`src/rtl/sub_lab_pkg.sv`:
```
// Shared types for the subtractor-lab front end.
// Holds the sequencer state encoding and default datapath width.
package sub_lab_pkg;

  localparam int WIDTH = 4;

  typedef enum logic [1:0] {
    LOAD_A = 2'd0,
    LOAD_B = 2'd1,
    CALC   = 2'd2,
    SHOW   = 2'd3
  } seq_state_e;

endpackage

```
`src/rtl/button_debouncer.sv`:
```
// Synchronizes and debounces a raw push-button.
// Ports: clk, rst_n, raw (async in), level (debounced), press (1-cycle rise pulse).
module button_debouncer #(
  parameter int SYNC_STAGES     = 2,
  parameter int DEBOUNCE_CYCLES = 250000
) (
  input  logic clk,
  input  logic rst_n,
  input  logic raw,
  output logic level,
  output logic press
);

  localparam int CW = $clog2(DEBOUNCE_CYCLES + 1);

  logic [SYNC_STAGES-1:0] sync_q, sync_d;
  logic [CW-1:0]          cnt_q, cnt_d;
  logic                   level_q, level_d;
  logic                   press_q, press_d;
  logic                   synced;

  assign synced = sync_q[SYNC_STAGES-1];

  always_comb begin
    sync_d  = SYNC_STAGES'({sync_q, raw});
    cnt_d   = cnt_q;
    level_d = level_q;
    // Any cycle of agreement restarts the stability count.
    if (synced != level_q) begin
      if (cnt_q == CW'(DEBOUNCE_CYCLES - 1)) begin
        cnt_d   = '0;
        level_d = ~level_q;
      end else begin
        cnt_d = cnt_q + CW'(1);
      end
    end else begin
      cnt_d = '0;
    end
    press_d = level_d & ~level_q;
  end

  always_ff @(posedge clk or negedge rst_n) begin
    if (!rst_n) begin
      sync_q  <= '0;
      cnt_q   <= '0;
      level_q <= 1'b0;
      press_q <= 1'b0;
    end else begin
      sync_q  <= sync_d;
      cnt_q   <= cnt_d;
      level_q <= level_d;
      press_q <= press_d;
    end
  end

  assign level = level_q;
  assign press = press_q;

endmodule

```
`src/rtl/operand_sequencer.sv`:
```
// Captures A then B on Enter presses, feeds the adder, latches its result.
// Ports: sw/sub/enter in, Comp from adder; NumA/NumB/result/result_valid/state out.
module operand_sequencer #(
  parameter int WIDTH           = sub_lab_pkg::WIDTH,
  parameter int SYNC_STAGES     = 2,
  parameter int DEBOUNCE_CYCLES = 250000
) (
  input  logic             clk,
  input  logic             rst_n,
  input  logic [WIDTH-1:0] sw,
  input  logic             sub,
  input  logic             enter,
  input  logic [WIDTH-1:0] Comp,
  output logic [WIDTH-1:0] NumA,
  output logic [WIDTH-1:0] NumB,
  output logic [WIDTH-1:0] result,
  output logic             result_valid,
  output logic [1:0]       state
);

  import sub_lab_pkg::*;

  logic btn_level;
  logic btn_press;
  logic take;

  button_debouncer #(
    .SYNC_STAGES    (SYNC_STAGES),
    .DEBOUNCE_CYCLES(DEBOUNCE_CYCLES)
  ) u_btn (
    .clk  (clk),
    .rst_n(rst_n),
    .raw  (enter),
    .level(btn_level),
    .press(btn_press)
  );

  // A press is only honoured while the debounced level agrees with it.
  assign take = btn_press & btn_level;

  seq_state_e       state_q, state_d;
  logic [WIDTH-1:0] a_q, a_d;
  logic [WIDTH-1:0] b_q, b_d;
  logic             sub_q, sub_d;
  logic [WIDTH-1:0] result_q, result_d;
  logic             valid_q, valid_d;

  always_comb begin
    state_d  = state_q;
    a_d      = a_q;
    b_d      = b_q;
    sub_d    = sub_q;
    result_d = result_q;
    valid_d  = valid_q;
    unique case (state_q)
      LOAD_A: begin
        if (take) begin
          a_d     = sw;
          state_d = LOAD_B;
        end
      end
      LOAD_B: begin
        if (take) begin
          b_d     = sw;
          sub_d   = sub;
          state_d = CALC;
        end
      end
      // One cycle for NumB to settle through the adder; press ignored.
      CALC: begin
        result_d = Comp;
        valid_d  = 1'b1;
        state_d  = SHOW;
      end
      SHOW: begin
        if (take) begin
          valid_d = 1'b0;
          a_d     = '0;
          b_d     = '0;
          state_d = LOAD_A;
        end
      end
      default: state_d = LOAD_A;
    endcase
  end

  always_ff @(posedge clk or negedge rst_n) begin
    if (!rst_n) begin
      state_q  <= LOAD_A;
      a_q      <= '0;
      b_q      <= '0;
      sub_q    <= 1'b0;
      result_q <= '0;
      valid_q  <= 1'b0;
    end else begin
      state_q  <= state_d;
      a_q      <= a_d;
      b_q      <= b_d;
      sub_q    <= sub_d;
      result_q <= result_d;
      valid_q  <= valid_d;
    end
  end

  assign NumA         = a_q;
  assign NumB         = sub_q ? ~b_q : b_q;
  assign result       = result_q;
  assign result_valid = valid_q;
  assign state        = state_q;

endmodule

```
`config.mk`:
```
export PLATFORM = sky130hd
export DESIGN_NAME = operand_sequencer
export DESIGN_NICKNAME = d
export VERILOG_FILES = /design/src/rtl/sub_lab_pkg.sv /design/src/rtl/button_debouncer.sv /design/src/rtl/operand_sequencer.sv
export SDC_FILE = /design/constraint.sdc
export NUM_CORES = 1
export LEC_CHECK = 0
export CELL_PAD_IN_SITES_DETAIL_PLACEMENT = 0
export CELL_PAD_IN_SITES_GLOBAL_PLACEMENT = 1
export CORE_MARGIN = 2
export CORE_UTILIZATION = 35
export CTS_CLUSTER_DIAMETER = 120
export DETAILED_ROUTE_END_ITERATION = 6
export PLACE_DENSITY = 0.76
export SLEW_MARGIN = 20
export SYNTH_ARGS = -nofsm -noshare
export SYNTH_HDL_FRONTEND = slang
export SYNTH_HIERARCHICAL = 1
export SYNTH_SLANG_ARGS = --single-unit
```
`constraint.sdc`:
```
create_clock -name clk -period 2.4 [get_ports clk]
set_input_delay 0.48 -clock clk [delete_from_list [all_inputs] [get_ports clk]]
set_output_delay 0.48 -clock clk [all_outputs]
set_load 0.05 [all_outputs]
```
---- Word level (Yosys, flattened, before mapping) ----
Cells that the tools add are included.
cells by class
  add/sub/neg operators ................... 1
  equal/unequal tests ..................... 8
  multiplexer cells ....................... 15
  bitwise gates (word level) .............. 4
  reduce and logical (&&, ||, !) cells .... 9
operator list
  kind                                                                    count
  18-bit 2-to-1 mux                                                       2
  18-bit by 1-bit adder with 18-bit output (second input constant)        1
  18-bit equality test (second input constant)                            1
  4-bit one-hot mux with 2 select lines                                   2
  4-bit 2-to-1 mux                                                        3
  3-bit AND reduction                                                     3
  2-bit one-hot mux with 4 select lines                                   1
  2-bit 2-to-1 mux                                                        3
  2-bit inequality test (second input constant)                           3
  2-bit nonzero test                                                      3
  2-bit equality test (second input constant)                             2
  4-bit NOT                                                               1
  2-bit AND reduction                                                     2
  1-bit 2-to-1 mux                                                        3
  1-bit AND                                                               2
  2-bit by 1-bit equality test with 1-bit output (second input constant)  1
  2-bit logical NOT                                                       1
  1-bit one-hot mux with 2 select lines                                   1
  1-bit inequality test                                                   1
  1-bit NOT                                                               1
word-level totals
  bits in registers ....................... 38
  output and inout bits ................... 15

---- Depth between registers and ports, before layout ----
Gate-level depths: netlist (run 1).
  depth after elaboration ................. 4
  depth in mapped cells ................... 5

---- By module ----
The synthesis (run 1) kept the hierarchy.
by module, submodules not included
  module             instances  cells each  area an instance (µm²)
  button_debouncer   1          101         1,063.5
  operand_sequencer  1          71          789.5

---- Worst setup path after synthesis (run 1) ----
No wires, ideal clock.
  path kind ............................... register to register
  from .................................... reg u_btn.cnt_q[0]
  to ...................................... reg u_btn.cnt_q[16]
  setup time .............................. 119 ps
  arrival ................................. 1,693 ps
  slack ................................... 588 ps
  stages on the path, launching flop included .. 6
  path buffers ............................ 1
  period minus slack after synthesis ...... 1,812 ps
  cells stage by stage .................... dfrtp_1 -> ha_1 -> nand4_1 -> o41ai_4 -> buf_6 -> nor2_1
on the way
  longest elaborated chain between the ends .. 3
ends and longest elaborated chain
  element                                                                                  RTL line                                        source
  start, declared                                                                          button_debouncer.sv:17                          logic [CW-1:0] cnt_q, cnt_d;
  start signal, assigned                                                                   button_debouncer.sv:50                          cnt_q <= cnt_d;
  18-bit by 1-bit adder with 18-bit output / 18-bit equality test (equally long branches)  button_debouncer.sv:34, button_debouncer.sv:30
  18-bit 2-to-1 mux (*)                                                                    button_debouncer.sv:30                          if (cnt_q == CW'(DEBOUNCE_CYCLES - 1)) begin
  18-bit 2-to-1 mux (*)                                                                    button_debouncer.sv:29                          if (synced != level_q) begin
  net u_btn.cnt_d[16]                                                                      button_debouncer.sv:17
Mark *: on every way through the listed nets, which the timed path passes. The rest lies on a longest branch.
A chain may end at the register's enable or synchronous reset.

---- Final worst setup path (run 1) ----
  from .................................... reg sub_q
  to ...................................... out NumB[1]
on the way
  longest elaborated chain between the ends .. 1
ends and longest elaborated chain
  element                 RTL line                  source
  start, declared         operand_sequencer.sv:44   logic sub_q, sub_d;
  start signal, assigned  operand_sequencer.sv:99   sub_q <= sub_d;
  4-bit 2-to-1 mux        operand_sequencer.sv:106  assign NumB = sub_q ? ~b_q : b_q;
  end, declared           operand_sequencer.sv:15   output logic [WIDTH-1:0] NumB,
Every way passes these cells.

==> results_dict.tcl, run 1 <==
set metrics [dict create \
    p_sw_share_pct 20.5 \
    worstSetupPathType "reg -> out" \
    yosys_warnings 6 \
    nNetsFinal 221 \
    synth-main-ff-cell "dfrtp_1" \
    grt_max_degree 39 \
    switchingPower_uw 261 \
    p_comb_share_pct 5.5 \
    use_met3_pct 3.88 \
    finalPower_uw 1270 \
    firstDrtPassIters 4 \
    cts-root-buf "clkbuf_8" \
    setup_tns_ns 0 \
    synthToLayoutAreaGrowth_pct 24.0 \
    synth_edf_count 0 \
    clock_latency_ns 0.28 \
    regArea_um2 951 \
    ioPinCount 27 \
    clock-sinks 38 \
    synth-async-reset-ratio_pct 100 \
    final_cells 273 \
    hold_class "in -> async" \
    pwr-share-seq_pct 51.5 \
    grt_pass1_wl_mm 6.03 \
    clock_power_share_pct 43.0 \
    yosys.area.top_type "dfrtp_1" \
    clockBufferDepth 2 \
    max-vdd-ir-drop_mv 0.403 \
    final-hold-violation-count 0 \
    n_antenna_cell 0 \
    leakagePower_uw 0.000974 \
    status "finished clean" \
    worstPathRequired_ns 1.92 \
    r2r_slack_ns 0.46 \
    antenna_found_initial 0 \
    drt_iter0_markers 53 \
    grt_overflow 0 \
    dp.cells 266 \
    n_fill_cell 510 \
    skew_ns 0.00555 \
    rows 26 \
    whs_ns 0.299 \
    layout-drive-gt1-share_pct 13.8 \
    final-setup-viol-count 0 \
    vias 1315 \
    tightestPinTransition_ns 0.850 \
    path_clk_slew_ns 0.07 \
    multi_input_area_um2 861 \
    max_freq_mhz 454 \
    synthTopCellsByArea "dfrtp_1 (51%), xnor2_1 (4.7%), nor2_1 (4.7%)" \
    post_drt_wl_per_cell_um 12.6 \
    coreArea_mm2 0.00511 \
    numPortBuffers 26 \
    finalCritPeriodShare_pct 91.8 \
    cp_max_fo 5 \
    syn_inst 172 \
    cts_tree "yes" \
    r2r_start "u_btn/cnt_q[0]" \
    ys_ff_latch 38 \
    htree_levels 2 \
    max-slew-margin-rel_pct 43.4 \
    critPathLaunchType "flip-flop" \
    end_kind "primary output" \
    power.internal_uw 1010 \
    busiest_layer "met2" \
    cts_resized 0 \
    min_period_ns 2.20 \
    cts_buffers 5 \
    initial_core_util_pct 36.3 \
    ys_seq_area_share_pct 51.3 \
    postCtsHoldBufs 0 \
    maxSlewViolCount 0 \
    netlist_area_mm2 0.00185 \
    synth_fp_nets 190 \
    ys_types 37 \
    synth_commonest_cells "dfrtp_1 (38), nor2_1 (23), o21ai_0 (13)" \
    dp_hpwl_mm 2.39 \
    place_congestion 0.736 \
    rsz0062_at_grt "no" \
    maxCapViolCount 0 \
    critPathArrivalTime_ns 1.72 \
    grt_use_met1_pct 16.5 \
    rr_endpoint "u_btn/level" \
    grt_util_met2_pct 20.0 \
    grt_pass1_vias 1339 \
    avgSynthCellArea_um2 10.8 \
    drcViolationCount 0 \
    vias_per_cell 4.82 \
    dieWidth_um 76.8 \
    grt_use_total_pct 12.5 \
    die-area_mm2 0.00589 \
    yosys.area.top_type_share_pct 51.3 \
    die_y_um 76.8 \
    ff2ff_path_depth 4 \
    final_antenna_net_count 0 \
    powerDensity_mw_per_mm2 553 \
    yosysMostFrequentCell "dfrtp_1" \
    routed_wl_mm 3.45 \
    post_cts_buffers 0 \
]
## power by group through the flow
stage	Clock [µW]	Sequential, µW	Combinational (µW)
after floorplan	0	664	31.4
after global placement	0	666	71.4
after detailed placement	0	666	71.2
after CTS	574	653	71.5
after global routing	598	655	76.6
final	547	654	69.8
## critical path, stage by stage (launching register included)
cell             delay (ns)
dfrtp_1                0.45
xor2_1                 0.17
clkdlybuf4s50_1        0.82
## worst max-delay path by stage
stage / slack [ns] / end / startpoint / cells past startpoint
floorplan: 0.59 / u_btn/cnt_q[16] / u_btn/cnt_q[0] / 5
global placement: 0.52 / NumB[3] / sub_q / 2
detailed placement: 0.45 / u_btn/level / u_btn/cnt_q[0] / 4
CTS: 0.17 / NumB[1] / sub_q / 2
global route: 0.11 / NumB[1] / sub_q / 2
finish: 0.20 / NumB[1] / sub_q / 2
## cell families (layout without fill, tap and decap cells)
family	count (synthesis)	after routing	share of synthesized area (%)
compound gates	21	21	7.63
xor+xnor	19	19	8.98
fa+ha+maj	6	6	4.05
buf+inv	8	39	2.23
flops	38	38	51.3
mux	8	8	5.00
simple gates	72	72	20.8
## layer usage
layer  up-vias  part of all wire, %
li1        664                    -
met1       619                   49
met2        28                   46
met3         4                  4.9
met4         0                 0.84
met5         -                    0
## placed cells by master (no fill, tap or decap), types with 3 or more instances in the layout
cell / synthesis / layout
nor2_1: 23 / 23
nand2_1: 12 / 12
clkbuf_8: 0 / 6
dfrtp_1: 38 / 38
ha_1: 6 / 6
nor4_1: 7 / 7
xor2_1: 9 / 9
nand2b_1: 3 / 3
xnor2_1: 10 / 10
o21ai_0: 13 / 13
inv_1: 4 / 4
nand3_1: 7 / 7
clkdlybuf4s50_1: 0 / 25
mux2_2: 6 / 6
nand4_1: 5 / 5
## flip-flops by register name (all words and copies together), names as in the netlist
| name | count |
|---|---|
| u_btn/cnt_q | 18 |
| u_btn/sync_q | 2 |
| u_btn/press | 1 |
| sub_q | 1 |
| NumA | 4 |
| result_valid | 1 |
| u_btn/level | 1 |
| b_q | 4 |
| result | 4 |
| state | 2 |
## layout make-up
class / count / area share, %
timing repair buffer: 28 / 11.8
clock inverter: 1 / 1.31
inverter: 4 / 0.654
tap: 70 / 3.81
clock buffer: 6 / 3.59
multi-input combinational: 126 / 37.5
sequential: 38 / 41.4
## stage by stage
stage               util [%]  area (µm²)  setup slack, ns
floorplan                  -        1850            0.588
global placement        42.8        2180            0.522
CTS                     45.0        2300            0.171
detailed placement      42.8        2180            0.451
finish                  45.0        2300            0.197
global route            45.0        2300            0.115
Note: power is estimated with default switching activity, not from simulation.
==> inputs of run 2 (changes only) <==
CTS_CLUSTER_SIZE = 25   (was default)
GPL_TIMING_DRIVEN = 0   (was default)
==> results_dict.tcl, run 2 (synthesis results as in run 1) <==
set metrics [dict create \
    layout-drive-gt1-share_pct 14.5 \
    end_kind "primary output" \
    maxCapViolCount 0 \
    finalPower_uw 1270 \
    status "finished clean" \
    use_met3_pct 3.76 \
    clock-sinks 38 \
    drt_iter0_markers 24 \
    final-setup-viol-count 0 \
    dp.cells 269 \
    initial_core_util_pct 36.3 \
    clockBufferDepth 2 \
    busiest_layer "met2" \
    coreArea_mm2 0.00511 \
    min_period_ns 2.30 \
    cts_buffers 5 \
    dieWidth_um 76.8 \
    largest_register_ffs 18 \
    postCtsHoldBufs 0 \
    n_fill_cell 517 \
    routed_wl_mm 3.59 \
    vias 1367 \
    worstSetupPathType "reg -> out" \
    critPathLaunchType "flip-flop" \
    die_y_um 76.8 \
    maxSlewViolCount 0 \
    n_antenna_cell 0 \
    max-slew-margin-rel_pct 55.5 \
    vias_per_cell 4.94 \
    critPathArrivalTime_ns 1.82 \
    place_congestion 0.746 \
    drcViolationCount 0 \
    firstDrtPassIters 4 \
    grt_pass1_wl_mm 6.40 \
    htree_levels 2 \
    final-hold-violation-count 0 \
    grt_util_met2_pct 21.5 \
    mostFrequentLayoutCell "dfrtp_1" \
    r2r_start "u_btn/cnt_q[0]" \
    post_drt_wl_per_cell_um 12.9 \
    dp_hpwl_mm 2.57 \
    cts_tree "yes" \
    rows 26 \
    leakagePower_uw 0.00101 \
    hold_class "in -> async" \
    rsz0062_at_grt "no" \
    grt_pass1_vias 1399 \
    post_cts_buffers 0 \
    crit_end "NumB[1]" \
    synthToLayoutAreaGrowth_pct 26.5 \
    final_cells 277 \
    max_freq_mhz 435 \
    finalCritPeriodShare_pct 95.8 \
    cp-startpoint "sub_q" \
    skew_ns 0.00741 \
    numPortBuffers 26 \
    ff2ff_path_depth 5 \
    top_register "u_btn/cnt_q" \
    cts-root-buf "clkbuf_8" \
    clock_latency_ns 0.29 \
    nNetsFinal 224 \
    ioPinCount 27 \
    setup_tns_ns 0 \
    max-vdd-ir-drop_mv 0.408 \
    die-area_mm2 0.00589 \
    grt_use_met1_pct 17.6 \
    path_clk_slew_ns 0.08 \
    layout_common_cells "dfrtp_1 (38), nor2_1 (23), clkdlybuf4s50_1 (22), o21ai_0 (13), nand2_1 (12)" \
    tightestPinTransition_ns 0.665 \
    cts_resized 0 \
    final_antenna_net_count 0 \
    grt_overflow 0 \
    grt_max_degree 21 \
    antenna_found_initial 0 \
    cp_max_fo 5 \
    rr_endpoint "u_btn/cnt_q[10]" \
    grt_use_total_pct 13.5 \
    worstPathRequired_ns 1.92 \
    powerDensity_mw_per_mm2 542 \
    r2r_slack_ns 0.24 \
]
[run 2: how the worst min path moves through the flow]
| stage | startpoint | endpoint | slack (ns) | cells after the start |
|---|---|---|---|---|
| detailed placement | u_btn/sync_q[0] | u_btn/sync_q[1] | 0.34 | 0 |
| global route | rst_n | result[2] | 0.16 | 1 |
| global placement | u_btn/sync_q[0] | u_btn/sync_q[1] | 0.33 | 0 |
| CTS | rst_n | result[0] | 0.14 | 1 |
| floorplan | rst_n | NumA[0] | 0.18 | 0 |
| finish | rst_n | result[0] | 0.13 | 1 |
[run 2: stage by stage]
step                      hold slack, ns  setup WS (ns)  util (%)  area, µm²
after global placement             0.335         -0.103      43.1       2200
after global routing               0.159         0.0256      45.9       2340
after floorplan                    0.184          0.588         -       1850
final                              0.133          0.100      45.9       2340
after detailed placement           0.341          0.178      43.5       2220
after CTS                          0.142         0.0286      45.8       2340
[run 2: layer usage]
layer | part of all wire (%) | up-vias
met4 | 0.78 | 0
li1 | - | 671
met1 | 48 | 665
met3 | 4.0 | 4
met5 | 0 | -
met2 | 48 | 27
[run 2: cell type report]
| class | instances | area (µm²) | share of cell area [%] |
|---|---|---|---|
| flip-flops and latches | 38 | 951 | 40.6 |
| repair buffers | 27 | 290 | 12.4 |
| plain buffers | 4 | 26.3 | 1.12 |
| multi-input cells | 126 | 861 | 36.7 |
| inverters | 4 | 15.0 | 0.640 |
| clock inverters | 3 | 45.0 | 1.92 |
| well taps | 70 | 87.6 | 3.74 |
| clock buffers | 5 | 68.8 | 2.93 |
[run 2: critical path: stages (launching register included)]
cell and delay, ns:
dfrtp_1 0.32, clkbuf_1 0.23, xor2_1 0.16, clkdlybuf4s50_1 0.81
[run 2: report_power, final]
part / switching, µW / total (µW) / internal [µW]
registers: 6.11 / 652 / 646
logic: 42.3 / 76.6 / 34.3
clock network: 232 / 541 / 309
